==> src/rtl/ahb_lite_master_if.sv <==
// +------------------------------------------------------------------+
// | Module  : ahb_lite_master_if                                     |
// | Brief   : Local request/response and AHB-Lite master pin bundle. |
// |           Optional macro AHB_WSTRB_EN adds req_strb / hwstrb.    |
// | Revision: 1.0  initial release                                   |
// +------------------------------------------------------------------+
`default_nettype none

`ifndef AHB_ADDR_WIDTH
  `define AHB_ADDR_WIDTH 32
`endif
`ifndef AHB_DATA_WIDTH
  `define AHB_DATA_WIDTH 32
`endif

interface ahb_lite_master_if #(
  parameter int ADDR_WIDTH = `AHB_ADDR_WIDTH,
  parameter int DATA_WIDTH = `AHB_DATA_WIDTH
);
  // local request side
  logic                    req_valid;
  logic                    req_ready;
  logic [ADDR_WIDTH-1:0]   req_addr;
  logic                    req_write;
  logic [2:0]              req_size;
  logic [DATA_WIDTH-1:0]   req_wdata;
`ifdef AHB_WSTRB_EN
  logic [DATA_WIDTH/8-1:0] req_strb;
  logic [DATA_WIDTH/8-1:0] hwstrb;
`endif
  // local response side
  logic                    resp_valid;
  logic [DATA_WIDTH-1:0]   resp_rdata;
  logic                    resp_slave_error;
  logic                    resp_other_error;
  // AHB-Lite bus side
  logic [ADDR_WIDTH-1:0]   haddr;
  logic [1:0]              htrans;
  logic                    hwrite;
  logic [2:0]              hsize;
  logic [2:0]              hburst;
  logic [DATA_WIDTH-1:0]   hwdata;
  logic [DATA_WIDTH-1:0]   hrdata;
  logic                    hready;
  logic                    hresp;

  // view of the initiator block
  modport master (
    input  req_valid, req_addr, req_write, req_size, req_wdata,
`ifdef AHB_WSTRB_EN
    input  req_strb,
    output hwstrb,
`endif
    output req_ready, resp_valid, resp_rdata, resp_slave_error, resp_other_error,
    output haddr, htrans, hwrite, hsize, hburst, hwdata,
    input  hrdata, hready, hresp
  );

  // view of the requester / bus slave surrounding the initiator
  modport slave (
    output req_valid, req_addr, req_write, req_size, req_wdata,
`ifdef AHB_WSTRB_EN
    output req_strb,
    input  hwstrb,
`endif
    input  req_ready, resp_valid, resp_rdata, resp_slave_error, resp_other_error,
    input  haddr, htrans, hwrite, hsize, hburst, hwdata,
    output hrdata, hready, hresp
  );
endinterface

`default_nettype wire

==> src/rtl/ahb_lite_master.sv <==
// +------------------------------------------------------------------+
// | Module  : ahb_lite_master                                        |
// | Brief   : Single-transfer AHB-Lite initiator. Accepts one local  |
// |           request, issues one NONSEQ SINGLE transfer, returns a  |
// |           one-cycle response with slave/other error flags.       |
// |           Optional macro AHB_WSTRB_EN enables byte strobes.      |
// | Revision: 1.0  initial release                                   |
// +------------------------------------------------------------------+
`default_nettype none

`ifndef AHB_ADDR_WIDTH
  `define AHB_ADDR_WIDTH 32
`endif
`ifndef AHB_DATA_WIDTH
  `define AHB_DATA_WIDTH 32
`endif

module ahb_lite_master #(
  parameter int ADDR_WIDTH     = `AHB_ADDR_WIDTH,
  parameter int DATA_WIDTH     = `AHB_DATA_WIDTH,
  parameter int TIMEOUT_CYCLES = 256
) (
  input  wire logic          clk,
  input  wire logic          rst,
  ahb_lite_master_if.master  bus
);

  localparam int       c_size_max = $clog2(DATA_WIDTH / 8);
  localparam int       c_cnt_w    = $clog2(TIMEOUT_CYCLES);
  localparam logic [1:0] c_htrans_idle   = 2'b00;
  localparam logic [1:0] c_htrans_nonseq = 2'b10;

  typedef enum logic [1:0] {
    S_IDLE = 2'd0,
    S_ADDR = 2'd1,
    S_DATA = 2'd2,
    S_ERR  = 2'd3
  } state_t;

  state_t r_state;
  state_t w_next;

  logic                  w_req_ready;
  logic                  w_accept;
  logic [2:0]            w_align_mask;
  logic                  w_illegal;
  logic                  w_timeout;

  logic [ADDR_WIDTH-1:0] r_haddr;
  logic [1:0]            r_htrans;
  logic                  r_hwrite;
  logic [2:0]            r_hsize;
  logic [DATA_WIDTH-1:0] r_hwdata;
  logic [DATA_WIDTH-1:0] r_wdata;
  logic [c_cnt_w-1:0]    r_wait_cnt;
  logic                  r_resp_valid;
  logic [DATA_WIDTH-1:0] r_resp_rdata;
  logic                  r_slave_err;
  logic                  r_other_err;
`ifdef AHB_WSTRB_EN
  logic [DATA_WIDTH/8-1:0] r_strb;
  logic [DATA_WIDTH/8-1:0] r_hwstrb;
`endif

  assign w_req_ready = (r_state == S_IDLE) & ~rst;
  assign w_accept    = bus.req_valid & w_req_ready;
  assign w_timeout   = (r_wait_cnt == c_cnt_w'(TIMEOUT_CYCLES - 1));

  // Low address bits that must be zero for the requested transfer size
  always_comb begin
    w_align_mask = 3'b000;
    case (bus.req_size)
      3'd1:    w_align_mask = 3'b001;
      3'd2:    w_align_mask = 3'b011;
      3'd3:    w_align_mask = 3'b111;
      default: w_align_mask = 3'b000;
    endcase
  end

  assign w_illegal = (bus.req_size > 3'(c_size_max)) |
                     (|(bus.req_addr[2:0] & w_align_mask));

  // State register
  always_ff @(posedge clk) begin
    if (rst) r_state <= S_IDLE;
    else     r_state <= w_next;
  end

  // Next-state decode; an illegal request never leaves IDLE
  always_comb begin
    w_next = r_state;
    case (r_state)
      S_IDLE: if (w_accept && !w_illegal) w_next = S_ADDR;
      S_ADDR: if (bus.hready) w_next = S_DATA;
      S_DATA: begin
        if (bus.hready)      w_next = S_IDLE;
        else if (bus.hresp)  w_next = S_ERR;
        else if (w_timeout)  w_next = S_IDLE;
      end
      S_ERR:  if (bus.hready) w_next = S_IDLE;
      default: w_next = S_IDLE;
    endcase
  end

  // Registered bus outputs, capture registers, wait counter and response pulse
  always_ff @(posedge clk) begin
    if (rst) begin
      r_haddr      <= '0;
      r_htrans     <= c_htrans_idle;
      r_hwrite     <= 1'b0;
      r_hsize      <= 3'd0;
      r_hwdata     <= '0;
      r_wdata      <= '0;
      r_wait_cnt   <= '0;
      r_resp_valid <= 1'b0;
      r_resp_rdata <= '0;
      r_slave_err  <= 1'b0;
      r_other_err  <= 1'b0;
`ifdef AHB_WSTRB_EN
      r_strb       <= '0;
      r_hwstrb     <= '0;
`endif
    end else begin
      r_resp_valid <= 1'b0;
      r_slave_err  <= 1'b0;
      r_other_err  <= 1'b0;
      case (r_state)
        S_IDLE: begin
          if (w_accept) begin
            if (w_illegal) begin
              r_resp_valid <= 1'b1;
              r_other_err  <= 1'b1;
              r_resp_rdata <= '0;
            end else begin
              r_htrans <= c_htrans_nonseq;
              r_haddr  <= bus.req_addr;
              r_hwrite <= bus.req_write;
              r_hsize  <= bus.req_size;
              r_wdata  <= bus.req_wdata;
`ifdef AHB_WSTRB_EN
              r_strb   <= bus.req_strb;
`endif
            end
          end
        end
        S_ADDR: begin
          // address phase completes: write data is driven for the data phase
          if (bus.hready) begin
            r_htrans   <= c_htrans_idle;
            r_hwdata   <= r_hwrite ? r_wdata : '0;
            r_wait_cnt <= '0;
`ifdef AHB_WSTRB_EN
            r_hwstrb   <= r_hwrite ? r_strb : '0;
`endif
          end
        end
        S_DATA: begin
          if (bus.hready) begin
            r_hwdata     <= '0;
            r_resp_valid <= 1'b1;
            // hready with hresp set is treated as the tail of an ERROR response
            if (bus.hresp) begin
              r_slave_err  <= 1'b1;
              r_resp_rdata <= '0;
            end else begin
              r_resp_rdata <= r_hwrite ? '0 : bus.hrdata;
            end
`ifdef AHB_WSTRB_EN
            r_hwstrb     <= '0;
`endif
          end else if (!bus.hresp) begin
            if (w_timeout) begin
              r_hwdata     <= '0;
              r_resp_valid <= 1'b1;
              r_other_err  <= 1'b1;
              r_resp_rdata <= '0;
`ifdef AHB_WSTRB_EN
              r_hwstrb     <= '0;
`endif
            end else begin
              r_wait_cnt <= r_wait_cnt + 1'b1;
            end
          end
        end
        S_ERR: begin
          if (bus.hready) begin
            r_hwdata     <= '0;
            r_resp_valid <= 1'b1;
            r_slave_err  <= 1'b1;
            r_resp_rdata <= '0;
`ifdef AHB_WSTRB_EN
            r_hwstrb     <= '0;
`endif
          end
        end
        default: ;
      endcase
    end
  end

  assign bus.req_ready        = w_req_ready;
  assign bus.resp_valid       = r_resp_valid;
  assign bus.resp_rdata       = r_resp_rdata;
  assign bus.resp_slave_error = r_slave_err;
  assign bus.resp_other_error = r_other_err;
  assign bus.haddr            = r_haddr;
  assign bus.htrans           = r_htrans;
  assign bus.hwrite           = r_hwrite;
  assign bus.hsize            = r_hsize;
  assign bus.hburst           = 3'b000;
  assign bus.hwdata           = r_hwdata;
`ifdef AHB_WSTRB_EN
  assign bus.hwstrb           = r_hwstrb;
`endif

endmodule

`default_nettype wire

==> src/flat_wrapper.sv <==
// flat-port wrapper written by rule: the top's interface ports become plain ports
module ahb_lite_master_flat 
#(
  parameter int ADDR_WIDTH     = `AHB_ADDR_WIDTH,
  parameter int DATA_WIDTH     = `AHB_DATA_WIDTH,
  parameter int TIMEOUT_CYCLES = 256
)
  (clk, rst, bus_req_valid, bus_req_addr, bus_req_write, bus_req_size, bus_req_wdata, bus_req_ready, bus_resp_valid, bus_resp_rdata, bus_resp_slave_error, bus_resp_other_error, bus_haddr, bus_htrans, bus_hwrite, bus_hsize, bus_hburst, bus_hwdata, bus_hrdata, bus_hready, bus_hresp);
  ahb_lite_master_if #(.ADDR_WIDTH(ADDR_WIDTH), .DATA_WIDTH(DATA_WIDTH)) bus_i ();
  input  wire logic clk;
  input  wire logic rst;
  input wire logic [$bits(bus_i.req_valid)-1:0] bus_req_valid;
  input wire logic [$bits(bus_i.req_addr)-1:0] bus_req_addr;
  input wire logic [$bits(bus_i.req_write)-1:0] bus_req_write;
  input wire logic [$bits(bus_i.req_size)-1:0] bus_req_size;
  input wire logic [$bits(bus_i.req_wdata)-1:0] bus_req_wdata;
  output wire logic [$bits(bus_i.req_ready)-1:0] bus_req_ready;
  output wire logic [$bits(bus_i.resp_valid)-1:0] bus_resp_valid;
  output wire logic [$bits(bus_i.resp_rdata)-1:0] bus_resp_rdata;
  output wire logic [$bits(bus_i.resp_slave_error)-1:0] bus_resp_slave_error;
  output wire logic [$bits(bus_i.resp_other_error)-1:0] bus_resp_other_error;
  output wire logic [$bits(bus_i.haddr)-1:0] bus_haddr;
  output wire logic [$bits(bus_i.htrans)-1:0] bus_htrans;
  output wire logic [$bits(bus_i.hwrite)-1:0] bus_hwrite;
  output wire logic [$bits(bus_i.hsize)-1:0] bus_hsize;
  output wire logic [$bits(bus_i.hburst)-1:0] bus_hburst;
  output wire logic [$bits(bus_i.hwdata)-1:0] bus_hwdata;
  input wire logic [$bits(bus_i.hrdata)-1:0] bus_hrdata;
  input wire logic [$bits(bus_i.hready)-1:0] bus_hready;
  input wire logic [$bits(bus_i.hresp)-1:0] bus_hresp;
  assign bus_i.req_valid = bus_req_valid;
  assign bus_i.req_addr = bus_req_addr;
  assign bus_i.req_write = bus_req_write;
  assign bus_i.req_size = bus_req_size;
  assign bus_i.req_wdata = bus_req_wdata;
  assign bus_req_ready = bus_i.req_ready;
  assign bus_resp_valid = bus_i.resp_valid;
  assign bus_resp_rdata = bus_i.resp_rdata;
  assign bus_resp_slave_error = bus_i.resp_slave_error;
  assign bus_resp_other_error = bus_i.resp_other_error;
  assign bus_haddr = bus_i.haddr;
  assign bus_htrans = bus_i.htrans;
  assign bus_hwrite = bus_i.hwrite;
  assign bus_hsize = bus_i.hsize;
  assign bus_hburst = bus_i.hburst;
  assign bus_hwdata = bus_i.hwdata;
  assign bus_i.hrdata = bus_hrdata;
  assign bus_i.hready = bus_hready;
  assign bus_i.hresp = bus_hresp;
  ahb_lite_master #(.ADDR_WIDTH(ADDR_WIDTH), .DATA_WIDTH(DATA_WIDTH), .TIMEOUT_CYCLES(TIMEOUT_CYCLES)) u_core (.clk(clk), .rst(rst), .bus(bus_i));
endmodule
==> config.mk <==
export PLATFORM = sky130hd
export DESIGN_NAME = ahb_lite_master_flat
export DESIGN_NICKNAME = d
export VERILOG_FILES = /design/src/rtl/ahb_lite_master_if.sv /design/src/rtl/ahb_lite_master.sv /design/src/flat_wrapper.sv
export SDC_FILE = /design/constraint.sdc
export NUM_CORES = 1
export LEC_CHECK = 0
export ABC_AREA = 1
export CAP_MARGIN = 20
export CORE_UTILIZATION = 45
export CTS_CLUSTER_DIAMETER = 40
export DETAILED_ROUTE_END_ITERATION = 12
export GPL_TIMING_DRIVEN = 0
export HOLD_SLACK_MARGIN = 0.06
export PLACE_DENSITY = 0.8
export SLEW_MARGIN = 10
export SYNTH_ARGS = -nofsm -noshare
export SYNTH_HDL_FRONTEND = slang
export SYNTH_SLANG_ARGS = --single-unit
==> constraint.sdc <==
create_clock -name clk -period 2.4 [get_ports clk]
set_clock_uncertainty 0.2 [all_clocks]
set_input_delay 0.36 -clock clk [delete_from_list [all_inputs] [get_ports clk]]
set_output_delay 0.36 -clock clk [all_outputs]
set_load 0.02 [all_outputs]
==> flow_summary.yaml, run 1 <==
outcome:
  status: "finished, final reports clean"
setup_path:
  crit_slowest_cell: "clkdlybuf4s50_1"
  crit_chain: "inv_2 -> nand2_1 -> nor2_2 -> clkdlybuf4s50_1"
  startpoint_type: "flop"
  cp.required_ps: 1840
  arrival_ps: 1770
  critPathKind: "reg2out"
  slowest_delay_ps: 640
  crit_path_max_fanout: 5
  crit_path_end_kind: "primary output"
  timing.reg2reg.setup_slack_ps: 250
power_and_ir_drop:
  p_clk_share_pct: 44.9
  combPwrFrac_pct: 13.3
  powerDensity_mw_per_mm2: 682
  internal-power_mw: 4.71
  ir_drop_mv: 0.442
  p_leak_nw: 3.84
  power.net_switching_mw: 1.47
  swShare_pct: 23.8
  finalPower_mw: 6.18
  seq_power_share_pct: 41.8
global_route:
  antenna_found_initial: 0
  grt_pass1_vias: 5831
  overflow: 0
  top_usage_layer: "met2"
  grt_use_met2_pct: 41.3
  met1_usage_pct: 32.2
  grt_max_degree: 17
  grt_first_pass_wirelength_um: 28300
  grtUsageTotal_pct: 25.4
  use_met3_pct: 7.05
yosys:
  syn_area_per_cell_um2: 6.90
  synth_seq_area_share_pct: 47.8
  synth-compound-area-share_pct: 11.2
  yosysTopAreaCell: "dfxtp_1"
  synth_top_family_by_area: "simple AND/OR/NAND/NOR gates"
  synthMuxAreaShare_pct: 0
  synth_adder_area_share_pct: 0.205
  synth_top_area_share_pct: 47.8
  syn-instance-count: 885
  synth-seq-cells: 146
  ys_types: 26
  synth_xor_area_share_pct: 0
  ys_warn_count: 0
  synth_area_mm2: 0.00611
  synthTopCellsByArea: "dfxtp_1 48%, nor2_1 15%, nand2_1 10%"
  yosys.area_share.simple_pct: 32.4
floorplanning:
  pin_count: 214
  start_util_pct: 46.1
  die_width_um: 119
  num_rows: 42
  placeableCoreArea_mm2: 0.0132
  die_area_mm2: 0.0140
  die_h_um: 119
route:
  drc_errors: 0
  postRouteAntennaNets: 0
  wirelength_um: 17400
  via_count: 6275
  wl_per_cell_um: 13.3
  drtIter0Drc: 453
  drtPass1Iterations: 5
  drt-vias-per-instance: 4.81
timing:
  max_freq_mhz: 429
  drv_slew: 0
  slew_headroom_pct: 57.9
  setup_ws_ps: 70.7
  period_needed_ps: 2330
  setup_tns_ps: 0
  finalCritPeriodShare_pct: 97.1
  worst_pin_slew_ps: 631
  rsz0062_at_grt: "false"
  finalHoldViolCount: 0
  setup-violations-final: 0
job:
  drv_cap: 0
clock_tree:
  cts_htree_levels: 4
  cts_buffers: 17
  cts.sinks: 146
  root_buffer: "clkbuf_16"
  clockBufferDepth: 2
  post-cts-setup-buffers: 0
  cts_tree: "done"
  clk_latency_ps: 410
  hold_buffers: 0
  cts_resized: 0
  clkTransAtPathRegs_ps: 60
place:
  portBuffers: 208
  pre_cts_slack_ps: -83.7
  gp_congestion: 0.845
  dp_hpwl_um: 12600
  dp_cells: 1272
worst_hold_path:
  hold_path_class: "in2reg"
layout:
  nets: 1221
  final_common_cell: "nor2_1"
  final_cell_mix: "242 x nor2_1, 208 x clkdlybuf4s50_1, 170 x nand2_1, 146 x dfxtp_1, 72 x o21ai_0"
  drive_above_1_share_pct: 6.91
  num_antenna_cells: 0
  final_cells: 1304
  final_util_pct: 68.3
  area_delta_synth_final_pct: 48.1
  fillCellCount: 1162
==> synthesized netlist by cell type <==
cell and n:
nor2_1 242, buf_4 12, buf_6 2, nand3_1 60, inv_1 46, nand4_2 1
nor2_2 3, ha_1 1, nand2_2 4, inv_2 5, o21ai_4 1, nand2_1 170
o21ai_0 72, buf_1 6, nand4_1 4, a2111oi_0 1, nor3_2 1, nor3b_1 1
clkbuf_1 24, conb_1 1, dfxtp_1 146, nor3_1 2, nor2_4 2, a21oi_1 59
o21ai_1 1, buf_2 18
==> power by group through the flow <==
stage / Sequential, mW / Combinational (mW) / Clock [mW]
final: 2.58 / 0.821 / 2.78
after global routing: 2.59 / 0.900 / 2.91
after CTS: 2.58 / 0.825 / 2.81
after detailed placement: 2.63 / 0.819 / 0
after global placement: 2.63 / 0.809 / 0
after floorplan: 2.72 / 0.304 / 0
==> path summary, 6_finish.rpt <==
check,start,end,depth (start not counted)
min,rst,u_core.bus.resp_valid$_SDFF_PP0_,2
max reg2reg,u_core.r_wait_cnt[0]$_SDFFE_PP0P_,u_core.bus.hwdata[30]$_SDFFE_PP0P_,9
min reg2reg,u_core.bus.hsize[2]$_SDFFE_PP0P_,u_core.bus.hsize[2]$_SDFFE_PP0P_,2
max,u_core.r_state[1]$_SDFFE_PP0P_,bus_req_ready,4
==> logic make-up (layout without fill, tap and decap cells) <==
kind of cell | after synthesis | count (layout)
DFF | 146 | 146
AOI/OAI and AO/OA | 134 | 134
and+or+nand+nor | 490 | 490
other | 1 | 4
adders and majority gates | 1 | 1
buffers and inverters | 113 | 353
==> cell type report <==
cell class | instances | area [um2] | share of cell area (%)
plain buffers | 62 | 315 | 3.48
flip-flops and latches | 146 | 2920 | 32.3
inverters | 51 | 191 | 2.12
repair buffers | 208 | 2080 | 23.0
multi-input cells | 629 | 2690 | 29.7
clock inverters | 7 | 121 | 1.34
clock buffers | 25 | 505 | 5.59
well taps | 176 | 220 | 2.43
==> state kept, by name (all words and copies together) (netlist names) <==
name and flops:
u_core.bus.htrans 1, u_core.r_wait_cnt 8, u_core.r_wdata 32, u_core.r_state 2
u_core.bus.hwrite 1, u_core.bus.resp_valid 1, u_core.bus.resp_slave_error 1, u_core.bus.haddr 32
u_core.bus.hwdata 32, u_core.bus.resp_rdata 32, u_core.bus.resp_other_error 1, u_core.bus.hsize 3
==> stage by stage <==
stage / area, um2 / hold WS, ps
final: 9050 / 81.1
after global routing: 9050 / 102
after CTS: 9050 / 61.4
after detailed placement: 8420 / 237
after global placement: 8420 / 232
after floorplan: 6120 / 276
==> layer usage <==
metal / up-vias / part of all wire (%)
li1: 3243 / -
met1: 2784 / 45
met2: 228 / 46
met3: 20 / 7.7
met4: 0 / 1.4
met5: - / 0
==> critical path, delay by kind of cell (launching register included) <==
kind                   cells  cell delay [ps]
buffers and inverters      2              720
flip-flops                 1              360
AND/OR/NAND/NOR            2              280
No activity file was read; power rests on OpenSTA's default activity.
==> run 2, diff against run 1 <==
- SKIP_CTS_REPAIR_TIMING: default -> 1
- SKIP_LAST_GASP: default -> 1
==> results of run 2 <==
The final DEF is identical to that of run 1; final timing and power are the same.
==> run 3, diff against run 2 <==
==> constraint.sdc (replaced) <==
create_clock -name clk -period 2.4 [get_ports clk]
set_clock_uncertainty 0.2 [all_clocks]
set_input_delay 0.48 -clock clk [delete_from_list [all_inputs] [get_ports clk]]
set_output_delay 0.48 -clock clk [all_outputs]
set_load 0.02 [all_outputs]
==> flow_summary.yaml, run 3 (synthesis results as in run 1) <==
outcome:
  status: "finished, final reports clean"
floorplanning:
  pin_count: 214
  num_rows: 42
  die_width_um: 119
  die_area_mm2: 0.0140
  die_h_um: 119
  start_util_pct: 46.1
  placeableCoreArea_mm2: 0.0132
route:
  drtIter0Drc: 453
  drtPass1Iterations: 5
  wl_per_cell_um: 13.4
  drc_errors: 0
  wirelength_um: 17400
  drt-vias-per-instance: 4.81
  postRouteAntennaNets: 0
  via_count: 6266
timing:
  setup-violations-final: 0
  drv_slew: 0
  slew_headroom_pct: 58.7
  rsz0062_at_grt: "false"
  max_freq_mhz: 465
  setup_tns_ps: 0
  period_needed_ps: 2150
  finalHoldViolCount: 0
  finalCritPeriodShare_pct: 89.7
  worst_pin_slew_ps: 620
clock_tree:
  cts.sinks: 146
  root_buffer: "clkbuf_16"
  cts_htree_levels: 4
  clk_latency_ps: 410
  clockBufferDepth: 2
  cts_buffers: 17
  cts_tree: "done"
  clkTransAtPathRegs_ps: 60
power_and_ir_drop:
  seq_power_share_pct: 41.8
  combPwrFrac_pct: 13.3
  internal-power_mw: 4.71
  finalPower_mw: 6.18
  p_leak_nw: 3.85
  powerDensity_mw_per_mm2: 682
  p_clk_share_pct: 45.0
  power.net_switching_mw: 1.47
  ir_drop_mv: 0.442
  swShare_pct: 23.8
setup_path:
  arrival_ps: 2250
  r2r_cells: 9
  crit_path_max_fanout: 10
  timing.reg2reg.setup_slack_ps: 250
  critPathKind: "reg2reg"
  cp.required_ps: 2500
  startpoint_type: "flop"
  r2r-end: "u_core.bus.hwdata[30]$_SDFFE_PP0P_"
  crit_end: "u_core.bus.hwdata[30]$_SDFFE_PP0P_"
  crit_path_end_kind: "flop"
  cp-startpoint: "u_core.r_wait_cnt[0]$_SDFFE_PP0P_"
  r2r-start: "u_core.r_wait_cnt[0]$_SDFFE_PP0P_"
global_route:
  met1_usage_pct: 32.2
  top_usage_layer: "met2"
  grt_first_pass_wirelength_um: 28300
  overflow: 0
  grt_use_met2_pct: 41.3
  use_met3_pct: 7.05
  grt_pass1_vias: 5831
  grt_max_degree: 17
  antenna_found_initial: 0
  grtUsageTotal_pct: 25.4
place:
  dp_hpwl_um: 12600
  portBuffers: 208
  gp_congestion: 0.845
layout:
  area_delta_synth_final_pct: 48.2
  fillCellCount: 1161
  nets: 1221
  final_common_cell: "nor2_1"
  num_antenna_cells: 0
  final_cell_mix: "242 x nor2_1, 207 x clkdlybuf4s50_1, 170 x nand2_1, 146 x dfxtp_1, 72 x o21ai_0"
  drive_above_1_share_pct: 6.91
job:
  drv_cap: 0
worst_hold_path:
  hold_path_class: "in2reg"
-- run 3: cell types whose count changed in the layout (fill, tap and decap cells not counted) --
cell             delta
clkdlybuf4s50_1     -1
dlymetal6s2s_1      +1
-- run 3: how the worst min path moves through the flow --
stage	startpoint	endpoint	slack (ps)	cells past startpoint
final	rst	u_core.bus.resp_valid$_SDFF_PP0_	200	2
after global routing	rst	u_core.bus.resp_other_error$_SDFF_PP0_	220	2
after CTS	rst	u_core.bus.resp_valid$_SDFF_PP0_	180	2
after detailed placement	u_core.bus.hsize[2]$_SDFFE_PP0P_	u_core.bus.hsize[2]$_SDFFE_PP0P_	240	2
after global placement	u_core.bus.hsize[2]$_SDFFE_PP0P_	u_core.bus.hsize[2]$_SDFFE_PP0P_	230	2
after floorplan	u_core.r_wdata[1]$_SDFFE_PP0P_	u_core.r_wdata[1]$_SDFFE_PP0P_	280	2
-- run 3: power by group through the flow --
| stage | Combinational, mW | Sequential [mW] | Clock (mW) |
|---|---|---|---|
| global placement | 0.809 | 2.63 | 0 |
| detailed placement | 0.819 | 2.63 | 0 |
| finish | 0.821 | 2.58 | 2.78 |
| global route | 0.899 | 2.59 | 2.91 |
| floorplan | 0.304 | 2.72 | 0 |
| CTS | 0.825 | 2.58 | 2.81 |
-- run 3: area by class of cell --
class	instances	area, um2	share of cell area [%]
Timing Repair Buffer	208	2080	23.0
Tap cell	176	220	2.43
Buffer	62	315	3.48
Sequential cell	146	2920	32.3
Inverter	51	191	2.11
Clock buffer	25	505	5.58
Clock inverter	7	121	1.34
Multi-Input combinational cell	629	2690	29.7
-- run 3: layer usage --
layer	vias up	share of wire, %
li1	3246	-
met3	20	7.7
met1	2776	45
met5	-	0
met2	224	46
met4	0	1.4
-- run 3: critical path, cell delays in order, from the launching register on --
cell      delay (ps)
dfxtp_1          400
ha_1             220
nand2_2          100
nor2_4           130
nand2_2          100
o21ai_1          220
clkbuf_1         390
nand3_1          130
nand2_1          100
nor2_1            50
-- run 3: metrics by stage --
step           std cells  hold slack (ps)  instance area, um2  setup WS [ps]  utilization (%)
3_3_place_gp        1272              232                8420           -166             63.6
3_5_place_dp        1272              237                8420           -204             63.6
4_1_cts             1304              181                9050          -58.6             68.3
5_1_grt             1304              222                9050           23.5             68.4
6_report            1304              201                9050            248             68.4
2_1_floorplan        888              276                6120            563                -
